### config.mk
export PLATFORM = sky130hd
export DESIGN_NAME = data_interlayer
export DESIGN_NICKNAME = d
export VERILOG_FILES = /design/src/rtl/data_interlayer.sv
export SDC_FILE = /design/constraint.sdc
export NUM_CORES = 1
export LEC_CHECK = 0
export ABC_AREA = 1
export CORE_MARGIN = 3
export CORE_UTILIZATION = 40
export CTS_BUF_LIST = sky130_fd_sc_hd__clkbuf_4 sky130_fd_sc_hd__clkbuf_8
export DETAILED_ROUTE_END_ITERATION = 6
export GPL_TIMING_DRIVEN = 0
export PLACE_DENSITY = 0.76
export SLEW_MARGIN = 20
export SYNTH_ARGS = -nofsm -noshare
export SYNTH_HDL_FRONTEND = slang
export SYNTH_SLANG_ARGS = --single-unit
export TNS_END_PERCENT = 1
### constraint.sdc
create_clock -name clk -period 1.5 [get_ports clk]
set_input_delay 0.15 -clock clk [delete_from_list [all_inputs] [get_ports clk]]
set_output_delay 0.15 -clock clk [all_outputs]
set_load 0.02 [all_outputs]
### src/rtl/data_interlayer.sv
// Data-side memory interlayer between MA and WB: aligns stores, drives a single
// outstanding SRAM-like bus transaction and holds load data until WB consumes it.
module data_interlayer (
  input  logic        clk,
  input  logic        rst_n,
  input  logic        req_valid,
  output logic        req_ready,
  input  logic        req_wen,
  input  logic [31:0] req_addr,
  input  logic [31:0] req_wdata,
  input  logic [4:0]  req_align_store,
  output logic [31:0] mem_data,
  output logic        interlayer_ready,
  input  logic        rsp_ack,
  output logic        data_req,
  output logic        data_wr,
  output logic [1:0]  data_size,
  output logic [31:0] data_addr,
  output logic [31:0] data_wdata,
  output logic [3:0]  data_wstrb,
  input  logic        data_addr_ok,
  input  logic [31:0] data_rdata,
  input  logic        data_data_ok
);

  typedef enum logic [1:0] {IDLE, REQ, WAIT, RSP} state_t;

  state_t      state, next_state;
  logic        accept;
  logic [1:0]  a;
  logic [31:0] d;
  logic [31:0] word_addr;
  logic [1:0]  al_size;
  logic [31:0] al_addr;
  logic [31:0] al_wdata;
  logic [3:0]  al_wstrb;

  // A response slot frees up in the same cycle WB acknowledges it.
  always_comb begin
    req_ready = (state == IDLE) || ((state == RSP) && rsp_ack);
    accept    = req_valid && req_ready;
  end

  always_comb begin
    a         = req_addr[1:0];
    d         = req_wdata;
    word_addr = {req_addr[31:2], 2'b00};
    al_addr   = req_addr;
    al_size   = 2'd2;
    al_wdata  = '0;
    al_wstrb  = '0;
    if (!req_wen) begin
      al_addr = word_addr;
    end else begin
      case (req_align_store)
        5'b10000: begin
          al_wdata = d;
          al_wstrb = 4'b1111;
        end
        5'b01000: begin
          al_size  = 2'd0;
          al_wdata = {4{d[7:0]}};
          al_wstrb = 4'b0001 << a;
        end
        5'b00100: begin
          al_size  = 2'd1;
          al_wdata = {2{d[15:0]}};
          al_wstrb = a[1] ? 4'b1100 : 4'b0011;
        end
        5'b00010: begin
          al_addr = word_addr;
          case (a)
            2'd0: begin al_wstrb = 4'b0001; al_wdata = {24'b0, d[31:24]}; end
            2'd1: begin al_wstrb = 4'b0011; al_wdata = {16'b0, d[31:16]}; end
            2'd2: begin al_wstrb = 4'b0111; al_wdata = {8'b0, d[31:8]};   end
            2'd3: begin al_wstrb = 4'b1111; al_wdata = d;                 end
          endcase
        end
        5'b00001: begin
          al_addr = word_addr;
          case (a)
            2'd0: begin al_wstrb = 4'b1111; al_wdata = d;                 end
            2'd1: begin al_wstrb = 4'b1110; al_wdata = {d[23:0], 8'b0};   end
            2'd2: begin al_wstrb = 4'b1100; al_wdata = {d[15:0], 16'b0};  end
            2'd3: begin al_wstrb = 4'b1000; al_wdata = {d[7:0], 24'b0};   end
          endcase
        end
        default: ;
      endcase
    end
  end

  always_ff @(posedge clk or negedge rst_n) begin
    if (!rst_n) state <= IDLE;
    else        state <= next_state;
  end

  // data_data_ok only counts once the address phase has completed (WAIT).
  always_comb begin
    next_state = state;
    case (state)
      IDLE: if (accept)       next_state = REQ;
      REQ:  if (data_addr_ok) next_state = WAIT;
      WAIT: if (data_data_ok) next_state = data_wr ? IDLE : RSP;
      RSP:  if (rsp_ack)      next_state = req_valid ? REQ : IDLE;
      default:                next_state = IDLE;
    endcase
  end

  always_ff @(posedge clk or negedge rst_n) begin
    if (!rst_n) begin
      data_req         <= 1'b0;
      data_wr          <= 1'b0;
      data_size        <= '0;
      data_addr        <= '0;
      data_wdata       <= '0;
      data_wstrb       <= '0;
      interlayer_ready <= 1'b0;
      mem_data         <= '0;
    end else begin
      data_req         <= (next_state == REQ);
      interlayer_ready <= (next_state == RSP);
      if (accept) begin
        data_wr    <= req_wen;
        data_size  <= al_size;
        data_addr  <= al_addr;
        data_wdata <= al_wdata;
        data_wstrb <= al_wstrb;
      end
      if ((state == WAIT) && data_data_ok && !data_wr)
        mem_data <= data_rdata;
    end
  end

endmodule

After elaboration in Yosys (flattened, before gate mapping). Cells that the tools add are included.

Muxes and demuxes: 20. Reductions and logical operators: 9. Equality and inequality tests: 13. Shift operators: 1.

Operators with widths (number): $pmux W32 S4 (2); $pmux W32 S5 (1); $mux W32 (1); $pmux W4 S4 (2); $pmux W4 S5 (1); $mux W2 (8); $eq A2 B2 Y1 const B (5); $mux W4 (2); $pmux W2 S4 (1); $eq A2 B1 Y1 const B (3); $eq A5 B1 Y1 const B (1); $eq A5 B2 Y1 const B (1); $eq A5 B3 Y1 const B (1); $eq A5 B4 Y1 const B (1); $eq A5 B5 Y1 const B (1); $logic_and A1 B1 Y1 (4); $logic_not A2 Y1 (2); $pmux W2 S2 (1); $shl A1 B2 Y4 const A (1); $reduce_or A2 Y1 (1); $logic_not A1 Y1 (1); $logic_or A1 B1 Y1 (1); $mux W1 (1).

Output and inout port bits: 106. Flip-flop bits (word level): 107. Logic and storage cells: 52.

Longest topological paths before layout. Gate-level depths: netlist of run 1.

Word-level depth: 7. Gate-level depth with buffers: 11. Gate-level depth less buffers: 10.

Worst setup path before layout of run 1. No wires, ideal clock.

Path kind: register to register. Start point: register state[1]. End point: register data_wdata[14]. Cell stages (with the launch flop): 12. Required time: 1.434 ns. Path slack: 0.069 ns. Clock period less this slack: 1.431 ns. Library setup time: 0.066 ns. Data arrival time: 1.365 ns. Cell sequence: dfrtp_1 nand2_1 nand2_1 nand2_1 inv_2 nand2_2 clkinv_2 nand2_2 nor2_8 buf_6 nand2_1 nand2_1.

Cells in the longest elaborated chain, start to end: 4. Elaborated cells on any way between the ends: 5. Classes of those cells: eq/ne (1); reduce/logical (4).

RTL lines: start, declared (line 28) `state_t state, next_state;`; start signal, assigned (line 95) `else state <= next_state;`; $eq A2 B2 Y1 (line 40) `req_ready = (state == IDLE) || ((state == RSP) && rsp_ack);`; $logic_and A1 B1 Y1 (line 40); $logic_or A1 B1 Y1 * (line 40); net req_ready (line 7) `output logic req_ready,`; $logic_and A1 B1 Y1 * (line 41) `accept = req_valid && req_ready;`; end signal, assigned (line 127) `data_wdata <= al_wdata;`; end, declared (line 19) `output logic [31:0] data_wdata,`.

The timed path passes the listed nets; every way through them passes the cells marked *. A chain may end at the register's enable or synchronous reset.

Worst setup path in the final report of run 1.
Start point: input port req_align_store[0]. End point: register data_wdata[15].

Cells in the longest elaborated chain, start to end: 3. Elaborated cells on any way between the ends: 7. Classes of those cells: eq/ne (5); mux (2).

RTL lines: start, declared (line 11) `input logic [4:0] req_align_store,`; $eq A5 B1 Y1 (tied with other cells) (line 55) `case (req_align_store)`; $pmux W32 S5 * (line 55); $mux W32 * (line 52) `if (!req_wen) begin`.

Mark *: on every way between the ends. The rest lies on a longest branch, timed or not.

==> results.md, run 1 <==
* Commonest cells after routing, fill and taps aside: 311 x nand2_1, 107 x dfrtp_1, 106 x dlygate4sd2_1
* GR Overflow Total at 0
* Antenna violations before repair at 1
* Drt pass-1 iters at 5
* Max capacitance violation total at 0
* CTS Sinks at 107
* Run status: finished, violations left
* Clock tree buffer depth at 2
* Distinct cells, synth at 25
* Post-DP HPWL at 16.2 mm
* Final WS setup at -0.0371 ns
* CP required at 1.78 ns
* Crit end category: flip-flop
* Drt first-iter violations at 364
* Placed Instances at 1177
* CORE AREA at 14100 um2
* Pins Over Slew Limit at 0
* Die Wd at 128 um
* Wire per inst at 17.4 um
* Peak Freq at 651 MHz
* Yosys top cell area share at 0.453
* CP arrival at 1.81 ns
* Die area at 16300 um2
* Cell area after synthesis at 5920 um2
* Max VDD drop at 0.756 mV
* Startpoint Class: primary input
* Hold crit path type: primary input to async pin
* Yosys reg bits at 107
* Layout fillers at 1293
* Post-synthesis area per instance at 7.54 um2
* DR vias at 6398
* Clock skew at 0.0134 ns
* Final Hold Fails at 0
* Remaining DRCs at 0
* CTS root buffer: clkbuf_8
* Cell taking the most area after synthesis: dfrtp_1
* Cells after Synth at 785
* Failing checks: setup timing
* Syn_nets at 893
* Relative slew slack at 0.652
* Vias in the first global route at 6167
* Register area share after synthesis at 0.453
* Boundary pin count at 214
* Share of cells above drive strength 1 at 0.153
* Worst-Margin Slew at 0.522 ns
* Final WL at 21.2 mm
* Num CTS Buffers at 9
* # H-tree levels at 3
* Critical-path maximum fanout at 10
* Min Tclk post-route at 1.54 ns
* CTS tree: done
* RSZ-0062 raised after global routing: true
* Pleak at 4.65 nW
* Initial Utilization at 0.418
* Largest cells by area after synthesis: dfrtp_1 45%, nand2_1 21%, nand3_1 8.7%
* Post-synth EDFFs at 0
* Power density over the cells at 1300 nW/um2
* Post-synth top flop: dfrtp_1
* Die height at 128 um
* First-pass GRT wire length at 32.8 mm
* Finish-stage setup viols at 20
* Pin count of the biggest net entering global routing at 69
* Diodes inserted at 0
* Row count at 43
* Sequential Area at 2680 um2
* Clock transition at path regs at 0.11 ns
* Crit Path Category: primary input to flip-flop
* Overall routing resource usage at 0.254
* Most common cell after layout, fill and taps aside: nand2_1
* Net count, final at 1138
* P&R area growth vs syn at 48.0%
* Worst-skew pair later-pin latency at 0.38 ns
* Fin area at 8760 um2
* Ys Warns at 0
* RePlAce Congestion at 0.962
* Final period utilization at 1.02
* Multi-input logic area at 2940 um2
* Routed vias/inst at 5.27
* Post-placement cell area at 8280 um2
* Post-route insts no fill at 1215
* PortBufs at 211
* Post-DRT Antenna Nets at 0
* Async SR Flop Fraction at 1.00
## power breakdown
group	internal, mW	total (mW)	switching, mW
Combinational	2.20	5.30	3.10
Sequential	3.81	4.25	0.443
Clock	0.869	1.88	1.01
Total	6.87	11.4	4.56
## sequential cells by signal (all words and copies together), names as in the netlist
register and count:
state 2, data_wstrb 4, data_addr 32, interlayer_ready 1
data_req 1, data_size 2, data_wdata 32, mem_data 32
data_wr 1
## kinds of logic (layout without fill, tap and decap cells)
group / after synthesis / after routing / synth area share
mux: 32 / 32 / 0.0609
simple gates: 513 / 514 / 0.383
flops: 107 / 107 / 0.453
buf+inv: 96 / 345 / 0.0710
compound gates: 37 / 37 / 0.0328
## synthesized netlist by cell type, types with 4 or more instances
cell        n
o21ai_0    25
inv_2       8
mux2_2     32
nand2_1   327
nor2_1      8
clkbuf_1   18
nand4_1    56
a21oi_1     9
buf_2      20
nand3_1   103
or2_2       9
nor2_2      4
dfrtp_1   107
inv_1      42
## through the flow
| stage | hold WS (ns) | power [mW] | utilization | setup TNS [ns] | setup WS, ns |
|---|---|---|---|---|---|
| 5_1_grt | 0.261 | 12.2 | 0.619 | -5.73 | -0.139 |
| 6_report | 0.229 | 11.4 | 0.619 | -0.323 | -0.0371 |
| 3_5_place_dp | 0.0898 | 10.0 | 0.585 | -30.97 | -0.672 |
| 4_1_cts | 0.227 | 11.3 | 0.597 | -2.32 | -0.0967 |
| 3_3_place_gp | 0.461 | 9.88 | 0.583 | -439.67 | -3.84 |
| 2_1_floorplan | -0.146 | 7.14 | - | 0 | 0.0690 |
## metal layers
| metal | GRT usage | vias up | wire length (um) |
|---|---|---|---|
| met4 | 0.105 | 2 | 869 |
| met5 | 0 | - | 20 |
| met1 | 0.325 | 2960 | 8660 |
| li1 | - | 3076 | - |
| met2 | 0.418 | 304 | 10100 |
| met3 | 0.0564 | 56 | 1590 |
## worst paths after layout
check                                   startpoint              to  slack (ns)  cells past startpoint
worst max-delay path            req_align_store[0]  data_wdata[15]       -0.04                     10
worst min-delay path                         rst_n    mem_data[18]        0.23                      2
worst max register to register            state[1]  data_wdata[12]       -0.03                     11
worst min register to register        data_addr[5]    data_addr[5]        0.48                      2
max in group asynchronous                    rst_n    data_addr[2]        0.61                      3
min in group clk                req_align_store[3]    data_size[0]        0.27                      4
## layout make-up
class / count / share of cell area
Buffer: 45 / 0.0333
Clock buffer: 12 / 0.0174
Clock inverter: 4 / 0.00628
Inverter: 51 / 0.0233
Multi-Input combinational cell: 583 / 0.336
Sequential cell: 107 / 0.306
Tap cell: 180 / 0.0257
Timing Repair Buffer: 233 / 0.252
## critical path: stages
cell	delay, ns
clkdlybuf4s50_1	0.52
nor2_1	0.07
clkbuf_4	0.19
buf_2	0.21
nand4_1	0.11
nand2_1	0.06
inv_1	0.09
nand4_1	0.23
nand2_2	0.13
nand2_2	0.05
## what timing repair did
item	in CTS	in global routing
pin swaps	3	12
gates resized for setup	128	62
hold buffers	1	0
buffers inserted	3	14
endpoints found under the hold margin	39	0
cloned	0	4
setup endpoints to repair	183	98
Note: power is estimated with default switching activity, not from simulation.
==> run 2: changes to the inputs <==
Settings changed: DONT_BUFFER_PORTS from default to 1, PLACE_DENSITY 0.76 to default.
==> run 2 against run 1 <==
Compared with the run above:
- the run ends with hold timing, setup timing left
- sequential power increased by 33%
- non-clock buffer count fell by 162
- setup slack better by 0.017 ns
- fmax increased by 1.1%
- global-route usage fell by 0.20 points
- sequential share of layout area increased by 7.1 points
- clock power decreased by 11%
- die area unchanged
- wire length fell by 0.64%
- core utilization decreased by 12 points
- cell area shrank 19%
- critical endpoint is now data_wdata[30]
- largest cell class unchanged
- largest power group is now sequential cells
- highest routed layer is now met4
==> results.md, run 2 (same netlist as run 1, synthesis figures left out) <==
* Post-DRT Antenna Nets at 0
* P&R area growth vs syn at 20.3%
* Crit path max-delay family: buffers and inverters
* Hold Buf Count CTS at 69
* Pleak at 3.58 nW
* Net count, final at 976
* CP arrival at 1.78 ns
* Failing checks: hold timing, setup timing
* Num CTS Buffers at 9
* Drt pass-1 iters at 5
* CP required at 1.76 ns
* Run status: finished, violations left
* Relative slew slack at 0.564
* Max capacitance violation total at 0
* CORE AREA at 14100 um2
* Most common cell after layout, fill and taps aside: nand2_1
* Worst path cell trace: buf_2 -> inv_2 -> nand2_2 -> inv_2 -> buf_2 -> nand2_1 -> nand3_1 -> nand3_1 -> nand2_1 -> nand2_1
* Min Tclk post-route at 1.52 ns
* Power, Total at 9.80 mW
* Final period utilization at 1.01
* Final Hold Fails at 107
* Clock transition at path regs at 0.10 ns
* RePlAce Congestion at 0.964
* Antenna violations before repair at 0
* Clock tree buffer depth at 2
* Final setup TNS at -0.0869 ns
* Worst path most repeated cell: nand2_1
* Peak Freq at 658 MHz
* CTS tree: done
* Power density over the cells at 1380 nW/um2
* Post-DP HPWL at 15.4 mm
* RSZ-0062 raised after global routing: true
* Drt first-iter violations at 555
* Crit-path slowest cell: buf_2
* Finish-stage setup viols at 10
* PortBufs at 0
* Final WL at 21.1 mm
* Startpoint Class: primary input
* First-pass GRT wire length at 32.4 mm
* Share of cells above drive strength 1 at 0.132
* Crit Path Category: primary input to flip-flop
* CTS root buffer: clkbuf_8
* DR vias at 5914
* Remaining DRCs at 0
* Initial Utilization at 0.418
* Diodes inserted at 0
* Worst-Margin Slew at 0.654 ns
* Vias in the first global route at 5901
* Die Wd at 128 um
* Critical-path maximum fanout at 10
* Crit end category: flip-flop
* Multi-input logic area at 2860 um2
* GR Overflow Total at 0
* Layout fillers at 1347
* Wire per inst at 20.0 um
* Row count at 43
* Die area at 16300 um2
* CP Buf/Inv Count at 4
* CTS Sinks at 107
* Pin count of the biggest net entering global routing at 108
* Worst-skew pair later-pin latency at 0.36 ns
* Boundary pin count at 214
* Final WS setup at -0.0202 ns
* Hold WS at -0.534 ns
* Biggest regs: data_addr: 32 flops, data_wdata: 32 flops, mem_data: 32 flops
* Commonest cells after routing, fill and taps aside: 325 x nand2_1, 106 x dfrtp_1, 103 x nand3_1
* Overall routing resource usage at 0.252
* Crit-path max cell delay at 0.31 ns
* # H-tree levels at 3
* Hold crit path type: primary input to async pin
* Sequential Area at 2680 um2
* Routed vias/inst at 5.62
* Max VDD drop at 0.935 mV
* Clock skew at 0.00732 ns
* Die height at 128 um
* Pins Over Slew Limit at 0
run 2: changes by cell type in the layout (fill, tap and decap cells not counted), sizes merged:
cell,change
dlygate4sd3,+68
dlymetal6s2s,-2
clkdlybuf4s50,-101
inv,-1
clkinv,+3
bufinv,-1
buf,-18
dlygate4sd2,-106
clkbuf,-4
run 2: area by class of cell:
cell class,instances,area share
Buffer,45,0.0351
Clock buffer,11,0.0204
Clock inverter,5,0.00633
Inverter,51,0.0290
Multi-Input combinational cell,583,0.402
Sequential cell,107,0.376
Tap cell,180,0.0316
Timing Repair Buffer,71,0.0991
run 2: final timing paths:
path | from | slack (ns) | end | cells after the start
hold / removal | rst_n | -0.53 | data_addr[23] | 0
hold reg to reg | data_addr[25] | 0.63 | data_addr[25] | 2
max in group asynchronous | rst_n | 1.85 | data_wdata[19] | 0
setup / recovery | req_addr[0] | -0.02 | data_wdata[30] | 10
min in group clk | req_valid | 0.03 | data_wr | 3
setup reg to reg | state[0] | -0.02 | data_wdata[13] | 11
run 2: per-stage QoR:
stage | worst slack, ns | hold slack [ns] | std cells | cell area (um2) | utilization
3_5_place_dp | -0.443 | -0.143 | 965 | 6140 | 0.434
2_1_floorplan | 0.0690 | -0.146 | 785 | 5920 | -
5_1_grt | -0.148 | -0.579 | 1053 | 7120 | 0.503
4_1_cts | -0.0329 | -0.561 | 1052 | 7110 | 0.502
3_3_place_gp | -0.438 | -0.143 | 965 | 6140 | 0.434
6_report | -0.0202 | -0.534 | 1053 | 7120 | 0.503
run 2: power by group:
group / switching, mW / total [mW] / internal, mW
Combinational: 1.39 / 2.49 / 1.10
Clock: 0.975 / 1.67 / 0.692
Sequential: 1.84 / 5.65 / 3.81
Total: 4.21 / 9.80 / 5.60
run 2: what timing repair did:
item                                   4_1_cts  5_1_grt
gates cloned                                 1        0
buffers inserted                             1        1
pin swaps                                    3        1
setup endpoints to repair                  102       94
resized for setup                           20        6
endpoints found under the hold margin      181      107
run 2: routing by layer:
metal,GRT usage,vias up,part of all wire
li1,-,2739,-
met1,0.307,2838,0.39
met2,0.426,297,0.48
met3,0.0832,40,0.10
met4,0.0768,0,0.025
met5,0,-,0
==> run 3: changes to the inputs <==
Settings changed: CORE_ASPECT_RATIO from default to 0.6.
==> run 3 against run 2 <==
Compared with the run above:
- clock power is essentially flat
- sequential power is essentially flat
- cell count grew 2.3%
- power grew 2.3%
- first-iteration DRC count grew 13%
- largest power group unchanged
- clock skew is essentially flat
- critical path depth is the same
- wire length grew 9.8%
- the run still ends with hold timing, setup timing left
- non-clock buffer count grew 11
- critical endpoint is now data_wdata[5]
- count of clock-buffer cells in the layout shrank 1
- largest cell class unchanged
- flip-flop and latch count is the same
- sequential share of layout area shrank 0.68 points
==> results.md, run 3 (same netlist as run 1, synthesis figures left out) <==
* Relative slew slack at 0.500
* Remaining DRCs at 0
* Share of cells above drive strength 1 at 0.154
* Antenna violations before repair at 0
* Final setup TNS at -3.68 ns
* CTS Sinks at 107
* Hold crit path type: primary input to async pin
* Clock skew at 0.00722 ns
* Worst path cell trace: buf_2 -> inv_2 -> nand2_2 -> inv_2 -> buf_4 -> nand2_1 -> nand3_1 -> nand3_1 -> nand2_1 -> nand2_1
* CTS root buffer: clkbuf_8
* RePlAce Congestion at 0.948
* Die Wd at 163 um
* RSZ-0062 raised after global routing: true
* CP Buf/Inv Count at 4
* Clock transition at path regs at 0.11 ns
* Pleak at 3.64 nW
* # H-tree levels at 3
* Hold WS at -0.539 ns
* Power density over the cells at 1380 nW/um2
* Post-DP HPWL at 16.2 mm
* Vias in the first global route at 6099
* Critical-path maximum fanout at 10
* Row count at 33
* Final WL at 23.1 mm
* First-pass GRT wire length at 34.9 mm
* P&R area growth vs syn at 22.6%
* Clock tree buffer depth at 2
* Initial Utilization at 0.421
* Hold Buf Count CTS at 69
* Flop2flop setup slack at -0.10 ns
* Min Tclk post-route at 1.63 ns
* Routed vias/inst at 5.64
* Boundary pin count at 214
* Worst-Margin Slew at 0.749 ns
* PortBufs at 0
* CP required at 1.77 ns
* Final Hold Fails at 109
* Drt pass-1 iters at 5
* Worst path most repeated cell: nand2_1
* Layout fillers at 1361
* Pin count of the biggest net entering global routing at 108
* Reg2reg start: state[1]
* Fin area at 7250 um2
* Biggest regs: data_addr: 32 flops, data_wdata: 32 flops, mem_data: 32 flops
* Commonest cells after routing, fill and taps aside: 317 x nand2_1, 105 x dfrtp_1, 103 x nand3_1
* Pins Over Slew Limit at 0
* Reg2Reg Depth at 11
* Final Core Density at 0.517
* Crit-path slowest cell: inv_2
* Crit-path max cell delay at 0.27 ns
* Reg-to-reg endpoint: data_wdata[22]
* Max capacitance violation total at 0
* Most common cell after layout, fill and taps aside: nand2_1
* Drt first-iter violations at 629
* Net count, final at 987
* Final period utilization at 1.09
* Num CTS Buffers at 9
* CP arrival at 1.90 ns
* Die area at 16300 um2
* Startpoint Class: primary input
* Wire per inst at 21.5 um
* CTS tree: done
* Crit path max-delay family: buffers and inverters
* Finish-stage setup viols at 74
* Post-DRT Antenna Nets at 0
* Die height at 100 um
* Crit Path Category: primary input to flip-flop
* Run status: finished, violations left
* GR Overflow Total at 0
* Crit end category: flip-flop
* Failing checks: hold timing, setup timing
* Peak Freq at 613 MHz
* Overall routing resource usage at 0.280
* CORE AREA at 14000 um2
* DR vias at 6072
* Worst-skew pair later-pin latency at 0.36 ns
* Final WS setup at -0.132 ns
* Post-placement cell area at 6160 um2
* Max VDD drop at 0.930 mV
run 3: cell count changes in the layout (fill, tap and decap cells not counted), sizes merged:
cell / previous run / this run
clkbuf: 26 / 24
diode: 0 / 1
inv: 52 / 51
buf: 32 / 44
clkinvlp: 1 / 0
clkinv: 3 / 6
run 3: where the power goes:
group	switching, mW	internal, mW	total, mW
Sequential	1.86	3.81	5.67
Clock	1.04	0.659	1.70
Combinational	1.50	1.16	2.67
Total	4.40	5.63	10.0
run 3: worst max-delay path by stage:
| stage | slack, ns | endpoint | startpoint | cells past startpoint |
|---|---|---|---|---|
| after floorplan | 0.07 | data_wdata[14] | state[1] | 11 |
| after global routing | -0.22 | data_wdata[29] | state[1] | 11 |
| after detailed placement | -0.65 | data_wdata[5] | req_addr[0] | 10 |
| final | -0.13 | data_wdata[5] | req_addr[0] | 10 |
| after CTS | -0.09 | data_wdata[26] | state[1] | 11 |
| after global placement | -0.65 | data_wdata[5] | req_addr[0] | 10 |
run 3: stage by stage:
step	total power [mW]	worst slack, ns	instances	hold slack [ns]
after CTS	10.0	-0.0899	1076	-0.565
after global placement	7.80	-0.651	977	-0.143
final	10.0	-0.132	1077	-0.539
after global routing	10.6	-0.219	1076	-0.568
after floorplan	7.14	0.0690	785	-0.146
after detailed placement	7.93	-0.653	977	-0.143
run 3: final cells by class:
cell class / count / area [um2] / share of cell area
flip-flops and latches: 107 / 2680 / 0.369
well taps: 192 / 240 / 0.0331
repair buffers: 82 / 803 / 0.111
clock inverters: 6 / 57.6 / 0.00793
diodes: 1 / 2.50 / 0.000345
plain buffers: 45 / 248 / 0.0341
multi-input cells: 583 / 2880 / 0.397
inverters: 51 / 209 / 0.0288
clock buffers: 10 / 131 / 0.0181
run 3: per-layer routing:
layer | GRT usage | wire length [um] | part of all wire
met2 | 0.403 | 9620 | 0.42
met5 | 0 | 0 | 0
met1 | 0.402 | 10200 | 0.44
met3 | 0.0932 | 2840 | 0.12
met4 | 0.0845 | 483 | 0.021
run 3: repair_timing:
action,4_1_cts,5_1_grt
pin swaps,6,8
hold endpoints to repair,178,109
resized for setup,24,24
gates cloned,4,0
setup endpoints to repair,103,101
setup buffers,10,0
run 3: worst reg2reg max path, cell delays in order (launching register included):
cell	delay (ns)
dfrtp_1	0.45
nand2_2	0.09
nand2_2	0.07
nand2_2	0.06
clkinv_4	0.09
nand2_8	0.10
clkinv_8	0.08
nand2_8	0.07
nor2_8	0.23
buf_6	0.17
nand2_1	0.06
nand2_1	0.06
